==> src/rtl/regfile_pkg.sv <==
// regfile_pkg: shared widths, register names and arbiter state encoding for
// the register-file write-port arbiter and its scoreboard.
package regfile_pkg;

  localparam int AW    = 5;
  localparam int DW    = 32;
  localparam int NREGS = 32;

  localparam logic [AW-1:0] REG_ZERO = 5'd0;
  localparam logic [AW-1:0] REG_RA   = 5'd31;

  typedef enum logic [1:0] {
    IDLE  = 2'd0,
    WAIT  = 2'd1,
    FORCE = 2'd2
  } arb_state_t;

endpackage

==> src/rtl/regfile_wb_arbiter_if.sv <==
// regfile_wb_arbiter_if: pipeline-side bus of the write-port arbiter.
//   WB writer    : wb_valid, wb_reg, wb_data -> wb_hold
//   LU issue     : lu_issue, lu_issue_reg    -> lu_issue_ok
//   LU result    : lu_valid, lu_reg, lu_data -> lu_ready
//   Decode hazard: rd_reg_1, rd_reg_2        -> hazard_stall
// master = pipeline/LU side, slave = arbiter.
interface regfile_wb_arbiter_if;
  import regfile_pkg::*;

  logic          wb_valid;
  logic [AW-1:0] wb_reg;
  logic [DW-1:0] wb_data;
  logic          wb_hold;

  logic          lu_issue;
  logic [AW-1:0] lu_issue_reg;
  logic          lu_issue_ok;

  logic          lu_valid;
  logic [AW-1:0] lu_reg;
  logic [DW-1:0] lu_data;
  logic          lu_ready;

  logic [AW-1:0] rd_reg_1;
  logic [AW-1:0] rd_reg_2;
  logic          hazard_stall;

  modport master (
    output wb_valid, wb_reg, wb_data, lu_issue, lu_issue_reg,
           lu_valid, lu_reg, lu_data, rd_reg_1, rd_reg_2,
    input  wb_hold, lu_issue_ok, lu_ready, hazard_stall
  );

  modport slave (
    input  wb_valid, wb_reg, wb_data, lu_issue, lu_issue_reg,
           lu_valid, lu_reg, lu_data, rd_reg_1, rd_reg_2,
    output wb_hold, lu_issue_ok, lu_ready, hazard_stall
  );

endinterface

==> src/rtl/regfile_scoreboard.sv <==
// regfile_scoreboard: pending-write bit per architectural register for
// long-latency-unit destinations.
//   clk, reset      : clock, async active-high reset (clears all bits)
//   lu_issue/_reg   : decode issuing an LU op and its destination
//   lu_xfer/lu_reg  : LU result accepted this cycle and its destination
//   rd_reg_1/2      : decode source registers
//   pending         : scoreboard bits
//   lu_issue_ok     : issue allowed (no outstanding write to the same dest)
//   hazard_stall    : a decode source is still pending
module regfile_scoreboard
  import regfile_pkg::*;
(
  input  logic             clk,
  input  logic             reset,
  input  logic             lu_issue,
  input  logic [AW-1:0]    lu_issue_reg,
  input  logic             lu_xfer,
  input  logic [AW-1:0]    lu_reg,
  input  logic [AW-1:0]    rd_reg_1,
  input  logic [AW-1:0]    rd_reg_2,
  output logic [NREGS-1:0] pending,
  output logic             lu_issue_ok,
  output logic             hazard_stall
);

  logic [NREGS-1:0] pending_q;
  logic [NREGS-1:0] pending_nx;
  logic [NREGS-1:0] set_mask;
  logic [NREGS-1:0] clr_mask;
  logic             issue_ok_raw;

  // A source retiring through the write port this cycle is forwarded by the
  // register file, so it does not need to stall.
  function automatic logic src_hazard(input logic [AW-1:0] r,
                                      input logic [NREGS-1:0] pend,
                                      input logic xfer,
                                      input logic [AW-1:0] xfer_reg);
    return (r != REG_ZERO) && pend[r] && !(xfer && (xfer_reg == r));
  endfunction

  always_comb begin
    issue_ok_raw = (lu_issue_reg == REG_ZERO) || !pending_q[lu_issue_reg] ||
                   (lu_xfer && (lu_reg == lu_issue_reg));
    set_mask = '0;
    if (lu_issue && issue_ok_raw && (lu_issue_reg != REG_ZERO))
      set_mask = NREGS'(1) << lu_issue_reg;
    clr_mask = '0;
    if (lu_xfer)
      clr_mask = NREGS'(1) << lu_reg;
    // Set applied after clear: a same-cycle retire and re-issue keeps the bit.
    pending_nx = (pending_q & ~clr_mask) | set_mask;
  end

  always_ff @(posedge clk or posedge reset) begin
    if (reset) pending_q <= '0;
    else       pending_q <= pending_nx;
  end

  assign pending      = pending_q;
  assign lu_issue_ok  = !reset && issue_ok_raw;
  assign hazard_stall = !reset &&
                        (src_hazard(rd_reg_1, pending_q, lu_xfer, lu_reg) ||
                         src_hazard(rd_reg_2, pending_q, lu_xfer, lu_reg));

endmodule

==> src/rtl/regfile_wb_arbiter.sv <==
// regfile_wb_arbiter: shares the single register-file write port between the
// in-order writeback (WB) and the long-latency unit (LU). WB normally wins;
// an LU result refused MAX_WAIT cycles in a row gets a forced grant during
// which wb_hold freezes the WB stage for one cycle.
//   clk, reset    : clock, async active-high reset (all outputs 0 while high)
//   bus           : pipeline-side handshakes (regfile_wb_arbiter_if.slave)
//   rf_write_reg  : register file write index
//   rf_write_data : register file write data
//   rf_reg_write  : register file write enable (never for $zero)
//   pending       : LU scoreboard bits
module regfile_wb_arbiter
  import regfile_pkg::*;
#(
  parameter int MAX_WAIT = 4
) (
  input  logic                 clk,
  input  logic                 reset,
  regfile_wb_arbiter_if.slave  bus,
  output logic [AW-1:0]        rf_write_reg,
  output logic [DW-1:0]        rf_write_data,
  output logic                 rf_reg_write,
  output logic [NREGS-1:0]     pending
);

  localparam int CW = $clog2(MAX_WAIT + 1);

  arb_state_t    state, state_nx;
  logic [CW-1:0] wait_cnt, wait_cnt_nx;
  logic          wb_hold_q;
  logic          lu_grant;
  logic          lu_xfer;

  always_ff @(posedge clk or posedge reset) begin
    if (reset) begin
      state     <= IDLE;
      wait_cnt  <= '0;
      wb_hold_q <= 1'b0;
    end else begin
      state     <= state_nx;
      wait_cnt  <= wait_cnt_nx;
      wb_hold_q <= (state_nx == FORCE);
    end
  end

  always_comb begin
    lu_grant    = (state == FORCE) || (bus.lu_valid && !bus.wb_valid);
    lu_xfer     = !reset && bus.lu_valid && lu_grant;
    state_nx    = state;
    wait_cnt_nx = wait_cnt;
    case (state)
      IDLE: begin
        if (bus.lu_valid && !lu_xfer) begin
          if (MAX_WAIT <= 1) begin
            state_nx = FORCE;
          end else begin
            state_nx    = WAIT;
            wait_cnt_nx = CW'(1);
          end
        end
      end
      WAIT: begin
        if (lu_xfer || !bus.lu_valid) begin
          state_nx    = IDLE;
          wait_cnt_nx = '0;
        end else if (wait_cnt >= CW'(MAX_WAIT - 1)) begin
          // This refusal is the MAX_WAIT-th in a row.
          state_nx    = FORCE;
          wait_cnt_nx = '0;
        end else begin
          wait_cnt_nx = wait_cnt + CW'(1);
        end
      end
      FORCE: begin
        state_nx    = IDLE;
        wait_cnt_nx = '0;
      end
      default: begin
        state_nx    = IDLE;
        wait_cnt_nx = '0;
      end
    endcase
  end

  always_comb begin
    rf_write_reg  = '0;
    rf_write_data = '0;
    rf_reg_write  = 1'b0;
    if (lu_xfer) begin
      rf_write_reg  = bus.lu_reg;
      rf_write_data = bus.lu_data;
      rf_reg_write  = (bus.lu_reg != REG_ZERO);
    end else if (!reset && !lu_grant && bus.wb_valid) begin
      rf_write_reg  = bus.wb_reg;
      rf_write_data = bus.wb_data;
      rf_reg_write  = (bus.wb_reg != REG_ZERO);
    end
  end

  assign bus.wb_hold  = wb_hold_q;
  assign bus.lu_ready = lu_xfer;

  regfile_scoreboard u_scoreboard (
    .clk          (clk),
    .reset        (reset),
    .lu_issue     (bus.lu_issue),
    .lu_issue_reg (bus.lu_issue_reg),
    .lu_xfer      (lu_xfer),
    .lu_reg       (bus.lu_reg),
    .rd_reg_1     (bus.rd_reg_1),
    .rd_reg_2     (bus.rd_reg_2),
    .pending      (pending),
    .lu_issue_ok  (bus.lu_issue_ok),
    .hazard_stall (bus.hazard_stall)
  );

endmodule

==> src/flat_wrapper.sv <==
// flat-port wrapper written by rule: the top's interface ports become plain ports
module regfile_wb_arbiter_flat import regfile_pkg::*;
#(
  parameter int MAX_WAIT = 4
)
  (clk, reset, rf_write_reg, rf_write_data, rf_reg_write, pending, bus_wb_valid, bus_wb_reg, bus_wb_data, bus_lu_issue, bus_lu_issue_reg, bus_lu_valid, bus_lu_reg, bus_lu_data, bus_rd_reg_1, bus_rd_reg_2, bus_wb_hold, bus_lu_issue_ok, bus_lu_ready, bus_hazard_stall);
  regfile_wb_arbiter_if bus_i ();
  input  logic clk;
  input  logic reset;
  output logic [AW-1:0] rf_write_reg;
  output logic [DW-1:0] rf_write_data;
  output logic rf_reg_write;
  output logic [NREGS-1:0] pending;
  input wire logic [$bits(bus_i.wb_valid)-1:0] bus_wb_valid;
  input wire logic [$bits(bus_i.wb_reg)-1:0] bus_wb_reg;
  input wire logic [$bits(bus_i.wb_data)-1:0] bus_wb_data;
  input wire logic [$bits(bus_i.lu_issue)-1:0] bus_lu_issue;
  input wire logic [$bits(bus_i.lu_issue_reg)-1:0] bus_lu_issue_reg;
  input wire logic [$bits(bus_i.lu_valid)-1:0] bus_lu_valid;
  input wire logic [$bits(bus_i.lu_reg)-1:0] bus_lu_reg;
  input wire logic [$bits(bus_i.lu_data)-1:0] bus_lu_data;
  input wire logic [$bits(bus_i.rd_reg_1)-1:0] bus_rd_reg_1;
  input wire logic [$bits(bus_i.rd_reg_2)-1:0] bus_rd_reg_2;
  output wire logic [$bits(bus_i.wb_hold)-1:0] bus_wb_hold;
  output wire logic [$bits(bus_i.lu_issue_ok)-1:0] bus_lu_issue_ok;
  output wire logic [$bits(bus_i.lu_ready)-1:0] bus_lu_ready;
  output wire logic [$bits(bus_i.hazard_stall)-1:0] bus_hazard_stall;
  assign bus_i.wb_valid = bus_wb_valid;
  assign bus_i.wb_reg = bus_wb_reg;
  assign bus_i.wb_data = bus_wb_data;
  assign bus_i.lu_issue = bus_lu_issue;
  assign bus_i.lu_issue_reg = bus_lu_issue_reg;
  assign bus_i.lu_valid = bus_lu_valid;
  assign bus_i.lu_reg = bus_lu_reg;
  assign bus_i.lu_data = bus_lu_data;
  assign bus_i.rd_reg_1 = bus_rd_reg_1;
  assign bus_i.rd_reg_2 = bus_rd_reg_2;
  assign bus_wb_hold = bus_i.wb_hold;
  assign bus_lu_issue_ok = bus_i.lu_issue_ok;
  assign bus_lu_ready = bus_i.lu_ready;
  assign bus_hazard_stall = bus_i.hazard_stall;
  regfile_wb_arbiter #(.MAX_WAIT(MAX_WAIT)) u_core (.clk(clk), .reset(reset), .bus(bus_i), .rf_write_reg(rf_write_reg), .rf_write_data(rf_write_data), .rf_reg_write(rf_reg_write), .pending(pending));
endmodule
==> config.mk <==
export PLATFORM = sky130hd
export DESIGN_NAME = regfile_wb_arbiter_flat
export DESIGN_NICKNAME = d
export VERILOG_FILES = /design/src/rtl/regfile_pkg.sv /design/src/rtl/regfile_wb_arbiter_if.sv /design/src/rtl/regfile_scoreboard.sv /design/src/rtl/regfile_wb_arbiter.sv /design/src/flat_wrapper.sv
export SDC_FILE = /design/constraint.sdc
export NUM_CORES = 1
export LEC_CHECK = 0
export ABC_AREA = 1
export ABC_CLOCK_PERIOD_IN_PS = 2600
export CORE_AREA = 2 2 178 93
export DETAILED_ROUTE_END_ITERATION = 6
export DIE_AREA = 0 0 180 95
export PLACE_DENSITY = 0.51
export SYNTH_ARGS = -nofsm -noshare
export SYNTH_HDL_FRONTEND = slang
export SYNTH_SLANG_ARGS = --single-unit
export TNS_END_PERCENT = 50
==> constraint.sdc <==
create_clock -name clk -period 2.6 [get_ports clk]
set_clock_uncertainty 0.05 [all_clocks]
set_input_delay 0.39 -clock clk [delete_from_list [all_inputs] [get_ports clk]]
set_output_delay 0.39 -clock clk [all_outputs]
set_load 0.05 [all_outputs]
Word level (Yosys, flattened, before mapping)
Cells that the tools add are included.

Bitwise operators: 3. $add $sub $neg: 1. Muxes and demuxes: 22. Equality and inequality tests: 7. Reduce and logical (&&, ||, !) cells: 37. Divide/modulo/power cells: 0. Magnitude comparators: 4. Multipliers: 0. Shift-type cells: 2.

Operators with widths (count): two-way mux 32 bit (4); left shift 1 x 5 -> 32 bit (first input constant) (2); AND 32 bit (1); NOT 32 bit (1); OR 32 bit (1); nonzero test 5 bit (5); < comparator 5 x 6 -> 1 bit (second input constant) (3); logical AND 1 bit (17); binary-select mux 1 bit (select 5 bit) (3); == test 5 bit (3); two-way mux 5 bit (2); two-way mux 3 bit (3); logical NOT 1 bit (8); two-way mux 2 bit (3); one-hot mux 3 bit (2 select lines) (1); logical NOT 5 bit (1); logical OR 1 bit (5); two-way mux 1 bit (5); == test 2 bit (second input constant) (2); one-hot mux 2 bit (2 select lines) (1); adder 3 x 1 -> 3 bit (second input constant) (1); >= comparator 3 x 2 -> 1 bit (second input constant) (1); == test 2 x 1 -> 1 bit (second input constant) (1); logical NOT 2 bit (1); != test 2 x 1 -> 1 bit (second input constant) (1).

RAM bits: 0. Input bits: 94. Logic and storage cells: 80. Flip-flop bits (word level): 38. Latch bits: 0. Memories: 0. Output and inout port bits: 74. Memory bits (read-only): 0.

Depth between registers and ports, before layout
Depth after elaboration: 10. Gate-level depth with buffers: 12. Gate-level depth less buffers: 10.

Cells and area by module
Synthesis repeated with hierarchy kept, for this count alone.

Cells, all modules: 674. Area total of the unflattened synthesis: 3846.2 µm².

Modules (own cells, without submodules): regfile_scoreboard (sequential area each 800.8 µm², instances 1, area each 2902.8 µm², cells an instance 506); regfile_wb_arbiter (sequential area each 150.1 µm², instances 1, area each 943.4 µm², cells an instance 168).

Worst setup path after synthesis
No wires, ideal clock.

Path type: input to output. From: in reset. To: out rf_write_reg[1]. Data arrival time: 2620 ps. Stages: 3. Setup slack: -460 ps. Data required time: 2160 ps. Path buffers: 0. Cells stage by stage: inv_1 -> nand3_2 -> o21ai_0.

Word-level cells in the longest chain between the ends: 5. Elaborated cells on any way between the ends: 7. Classes of those cells: 2 x mux; 5 x reduce/logical.

RTL lines: start, declared (line flat_wrapper.sv:9) `input logic reset;`; logical NOT 1 bit (*) (line regfile_wb_arbiter.sv:47, regfile_wb_arbiter.sv:92); logical AND 1 bit (2 in a row) (line regfile_wb_arbiter.sv:92) `end else if (!reset && !lu_grant && bus.wb_valid) begin`; two-way mux 5 bit (line regfile_wb_arbiter.sv:92); two-way mux 5 bit (*) (line regfile_wb_arbiter.sv:88) `if (lu_xfer) begin`; end, declared (line flat_wrapper.sv:10) `output logic [AW-1:0] rf_write_reg;`.

Every way passes the cells marked *; elsewhere a longest branch is shown, timed or not.

Worst setup path after layout
From: in bus_rd_reg_1[0]. To: out bus_hazard_stall.

Word-level cells in the longest chain between the ends: 6. Elaborated cells on any way between the ends: 10. Classes of those cells: 1 x eq/ne; 2 x mux; 7 x reduce/logical.

RTL lines: start, declared (line flat_wrapper.sv:22) `input wire logic [$bits(bus_i.rd_reg_1)-1:0] bus_rd_reg_1;`; binary-select mux 1 bit (select 5 bit) or == test 5 bit (tied branches) (line regfile_scoreboard.sv:38) `return (r != REG_ZERO) && pend[r] && !(xfer && (xfer_reg == r));`; two-way mux 1 bit (implied by the code) or logical AND 1 bit (tied branches) (line regfile_scoreboard.sv:38); logical AND 1 bit or logical NOT 1 bit (tied branches) (line regfile_scoreboard.sv:38); logical AND 1 bit (*) (line regfile_scoreboard.sv:38); logical OR 1 bit (*) (line regfile_scoreboard.sv:62) `(src_hazard(rd_reg_1, pending_q, lu_xfer, lu_reg) ||`; logical AND 1 bit (*) (line regfile_scoreboard.sv:61) `assign hazard_stall = !reset &&`; end, declared (line flat_wrapper.sv:27) `output wire logic [$bits(bus_i.hazard_stall)-1:0] bus_hazard_stall;`.

Every way passes the cells marked *; elsewhere a longest branch is shown, timed or not. The select of a mux whose other input is x is not followed.

==> results.sh <==
export IMPL_num_vias=4998
export IMPL_endpoint_kind="primary output"
export IMPL_seqPwrFrac=0.266
export IMPL_numCtsBuffers=5
export IMPL_port_buffers=167
export IMPL_status="complete, no violations"
export IMPL_crit_arrival_ns=2.10
export IMPL_switching_share=0.4878
export IMPL_synth_common_cells="nand2_1 (149), nand3_1 (87), nor2_1 (66)"
export IMPL_netlist_area_um2=3785
export IMPL_nets=886
export IMPL_clock_root_buffer="clkbuf_16"
export IMPL_p_clk_frac=0.192
export IMPL_synth_compound_area_frac=0.1749
export IMPL_power_density_nw_per_um2=564.4
export IMPL_yosysSeqAreaShare=0.2512
export IMPL_ios=168
export IMPL_drt_wl_total_mm=18.60
export IMPL_grt_pass1_wl_mm=27.68
export IMPL_synthArstFlopShare=1.000
export IMPL_insertion_delay_ns=0.29
export IMPL_hold_viol_final=0
export IMPL_setup_viol=0
export IMPL_syn2layout_area_growth_pct=61.02
export IMPL_synth_warnings=0
export IMPL_post_drt_via_cell_ratio=4.993
export IMPL_fmax_mhz=394.1
export IMPL_synth_top_family_by_area="simple AND/OR/NAND/NOR gates"
export IMPL_hp_class="flop to flop"
export IMPL_synth_xor_area_frac=0.02777
export IMPL_core_area_um2=15730
export IMPL_synth_ff_type="dfrtp_1"
export IMPL_die_x_um=180
export IMPL_syn_num_nets=700
export IMPL_yosysMostFrequentCell="nand2_1"
export IMPL_cts_tree="yes"
export IMPL_critPathMaxFanout=21
export IMPL_slew_headroom=0.6501
export IMPL_pwr_share_comb=0.541
export IMPL_multi_input_area_um2=2385
export IMPL_worst_slack_ns=0.06252
export IMPL_ant_nets=0
export IMPL_drt_first_pass_iters=5
export IMPL_fin_cells=1001
export IMPL_maxSlewViolCount=0
export IMPL_seq_area_um2=950.9
export IMPL_vdd_drop_max_mv=0.3437
export IMPL_rsz0062_at_grt="true"
export IMPL_p_sw_mw=1.678
export IMPL_ys_top_cells_by_area="dfrtp_1 (25%), nand2_1 (15%), nand3_1 (12%)"
export IMPL_htreeDepth=2
export IMPL_place_ws_ns=-0.05253
export IMPL_synthMuxAreaShare=0
export IMPL_intPower_mw=1.762
export IMPL_fin_hold_ws_ns=0.5139
export IMPL_synth_edff_count=0
export IMPL_min_period_over_period=0.9760
export IMPL_fillers=1646
export IMPL_final_util=0.3874
export IMPL_grt_max_degree=40
export IMPL_criticalPathCategory="primary input to primary output"
export IMPL_yosysTopAreaCell="dfrtp_1"
export IMPL_worst_slew_pin_slew_ns=0.5248
export IMPL_gr_usage_all_layers=0.2135
export IMPL_dpl_hpwl_mm=15.30
export IMPL_dp_cells=992
export IMPL_synthAdderAreaFrac=0.006612
export IMPL_finalSetupTns_ns=0
export IMPL_clk_path_buf_depth=2
export IMPL_first_iter_violations=558
export IMPL_cts_sinks=38
export IMPL_gp_congestion=0.9228
export IMPL_syn_area_per_cell_um2=6.266
export IMPL_die_h_um=95
export IMPL_antenna_cells=0
export IMPL_drc=0
export IMPL_row_count=33
export IMPL_avgRoutedWirePerCell_um=18.58
export IMPL_cp_data_required_time_ns=2.16
export IMPL_grt_ovfl_total=0
export IMPL_grt_pass1_vias=4590
export IMPL_netlist_instances=604
export IMPL_synthDistinctLibCells=29
export IMPL_min_period_ns=2.537
export IMPL_ys_seq_elements=38
export IMPL_start_util=0.2406
export IMPL_drive_gt1_frac=0.1669
export IMPL_synth_top_area_share=0.2512
export IMPL_dieArea_um2=17100
export IMPL_synthSimpleGateAreaFrac=0.4142
export IMPL_p_leak_nw=2.828
export IMPL_clk_pin_slew_ns=0.06
export IMPL_critPathLaunchType="primary input"
export IMPL_antenna_found_initial=0
export IMPL_max_cap_violations=0
cell type report:
type	instances	share of cell area
Clock inverter	2	0.002053
Sequential cell	38	0.1560
Multi-Input combinational cell	459	0.3913
Timing Repair Buffer	217	0.3400
Clock buffer	6	0.02279
Inverter	68	0.04352
Timing Repair inverter	1	0.001232
Tap cell	210	0.04311
metal layers:
| layer | vias to the layer above | GRT usage | wire, um |
|---|---|---|---|
| met1 | 2379 | 0.3561 | 10200 |
| met3 | 12 | 0.06788 | 1709 |
| li1 | 2385 | - | - |
| met4 | 0 | 0.02710 | 117 |
| met2 | 222 | 0.2506 | 6576 |
| met5 | - | 0 | 0 |
critical path, stage by stage:
cell and delay, ns:
clkdlybuf4s50_1 0.49, buf_6 0.20, o21ai_0 0.10, o21ai_1 0.17
nand2_1 0.11, nand2_1 0.07, nor2_1 0.03, nand2_1 0.08
nand3_2 0.11, a21oi_4 0.19, buf_12 0.15
registers in the layout, indices dropped and copies added, names as in the netlist:
signal and count:
u_core.state 2, u_core.u_scoreboard.pending 32, u_core.bus.wb_hold 1, u_core.wait_cnt 3
path summary, 6_finish.rpt:
path                                      startpoint                                         to  slack (ns)  cells past startpoint
setup / recovery                     bus_rd_reg_1[0]                           bus_hazard_stall        0.06                     11
hold / removal             u_core.state[1]$_DFF_PP0_             u_core.wait_cnt[2]$_DFFE_PP0P_        0.51                      3
setup reg to reg           u_core.state[0]$_DFF_PP0_  u_core.u_scoreboard.pending[23]$_DFF_PP0_        0.55                      9
hold reg to reg            u_core.state[1]$_DFF_PP0_             u_core.wait_cnt[2]$_DFFE_PP0P_        0.51                      3
max in group asynchronous                      reset  u_core.u_scoreboard.pending[22]$_DFF_PP0_        1.48                      3
min in group asynchronous                      reset             u_core.wait_cnt[0]$_DFFE_PP0P_        0.64                      3
logic make-up (layout without fill, tap and decap cells):
logic type / count (synthesis) / count (layout)
AOI/OAI and AO/OA: 103 / 103
buffers and inverters: 107 / 294
adders and majority gates: 2 / 2
xor gates and xnor gates: 12 / 12
DFF: 38 / 38
and+or+nand+nor: 342 / 342
repair_timing:
action / CTS / global route
hold buffers: 0 / 0
setup endpoints to repair: 2 / 2
pin swaps: 0 / 3
resized for setup: 5 / 9
gates cloned: 0 / 1
setup buffers: 0 / 0
power by group through the flow:
| stage | logic (mW) | clock network, mW | registers (mW) |
|---|---|---|---|
| 2_1_floorplan | 0.717 | 0 | 1.26 |
| 3_3_place_gp | 1.84 | 0 | 0.922 |
| 3_5_place_dp | 1.84 | 0 | 0.924 |
| 4_1_cts | 1.85 | 0.671 | 0.914 |
| 5_1_grt | 1.98 | 0.702 | 0.937 |
| 6_report | 1.86 | 0.661 | 0.916 |
stage by stage:
stage	cell area, um^2	total power, mW
finish	6095	3.440
global placement	5906	2.757
floorplan	3800	1.972
global route	6095	3.623
CTS	6063	3.432
detailed placement	5906	2.762
cells in the final DEF (no fill, tap or decap), types with 3 or more instances in the layout:
master	n
buf_12	9
clkbuf_16	5
nor2_1	65
nand3_2	16
buf_6	3
o211ai_1	7
a21oi_1	9
nand3_1	86
o22ai_1	4
a22o_1	32
o21ai_0	43
inv_1	58
xnor2_1	9
xor2_1	3
clkdlybuf4s50_1	123
buf_4	79
dfrtp_1	38
nand4_1	14
nor4_1	5
clkinvlp_4	4
nand2_1	148
o21ai_1	5
inv_2	4
clkinv_1	3
Power figures use the tool's default switching activity.
==> edit (same settings) <==
Change the package constant `NREGS` from 32 to 64.
--- a/src/rtl/regfile_pkg.sv
+++ b/src/rtl/regfile_pkg.sv
@@ -4,7 +4,7 @@
 
   localparam int AW    = 5;
   localparam int DW    = 32;
-  localparam int NREGS = 32;
+  localparam int NREGS = 64;
 
   localparam logic [AW-1:0] REG_ZERO = 5'd0;
   localparam logic [AW-1:0] REG_RA   = 5'd31;
Ports: changed (resized pending); port bits go from 168 to 200. The function was not compared with the original's and may differ.
==> edit against the original RTL <==
  * Area after synthesis is 5.8% higher
  * Sequential cell count stayed put
  * Routed wire length fell by 1.7%
  * Register-to-register slack gained 100 ps
  * Non-clock buffer count is 11 lower
  * Synthesized cell count is 5.6% higher
  * Power rose by 7.3%
  * Design area increased by 1.3%
  * Combinational power is 5% higher
  * Worst setup slack lost 4.0 ps
  * Largest cell class unchanged
  * Highest routed layer unchanged
==> edit: results (changes against the original RTL) <==
metric,value,unit,change
met2_usage,31.8,%,+6.7 points
multi_input_area_share,40.1,%,+0.96 points
dpl_cell_area,5930,um2,+0.38%
n_all_buffers,206,,-5.1%
power.leakage,2.95,nW,+4.4%
antenna_found_initial,1,,+1
syn_inst,638,,+5.6%
slowest_delay,650,ps,+160 ps
vias_per_cell,4.94,,-0.97%
ys_top_cells_by_area,"dfrtp_1 (24%), nand2_1 (15%), nand3_1 (13%)",,
netlist_top_cells_count,"nand2_1 (161), nand3_1 (103), inv_1 (58)",,
outcome,completed,,
fin_cells,1024,,+2.3%
slew_headroom,60.8,%,-4.2 points
buf_share,32.7,%,-1.3 points
use_met3,7.10,%,+0.31 points
area_growth,54.2,%,
n_all_inverters,67,,-2.9%
grt_pass1_wl,27200,um,-1.6%
yosys.area_share.adder,0.625,%,-0.036 points
drive_gt1_share,15.3,%,-1.4 points
grt_pass1_vias,4646,,+1.2%
synth_compound_area_share,15.2,%,-2.3 points
seq_area_frac_synth,23.8,%,-1.4 points
hpwl,15100,um,-1.0%
diodes,1,,+1
clk_share,3.22,%,+0.74 points
nFillCells,1632,,-0.85%
dr.pass1.iters,6,,+1
gp_congestion,0.951,,+3.1%
crit_path_max_fanout,14,,-33%
nNetsFinal,908,,+2.5%
multi_input_cells,494,,+7.6%
met1Wirelength,8280,um,-19%
drt_iter0_markers,520,,-6.8%
synth_xor_area_share,2.84,%,+0.068 points
irDropWorstVdd,0.278,mV,-19%
grt_max_degree,39,,-2.5%
use_met1,28.4,%,-7.2 points
edit: final timing paths:
check	start	end	slack, ps	cells past startpoint
worst max register to register	u_core.state[0]$_DFF_PP0_	u_core.u_scoreboard.pending[24]$_DFF_PP0_	650	12
max in group asynchronous	reset	u_core.u_scoreboard.pending[29]$_DFF_PP0_	1620	5
worst min register to register	u_core.state[0]$_DFF_PP0_	u_core.state[0]$_DFF_PP0_	500	1
worst max-delay path	bus_lu_issue_reg[3]	bus_lu_issue_ok	60	8
min in group asynchronous	reset	u_core.u_scoreboard.pending[3]$_DFF_PP0_	530	5
worst min-delay path	u_core.state[0]$_DFF_PP0_	u_core.state[0]$_DFF_PP0_	500	1
edit: repair_timing:
action	in CTS	in global routing
resized for setup	1	13
endpoints found under the setup margin	1	2
pin swaps	0	1
gates cloned	0	2
setup buffers	0	1
edit: report_power, final:
part	switching, mW	internal [mW]
registers	0.188	0.720
logic	1.29	0.657
clock network	0.261	0.577
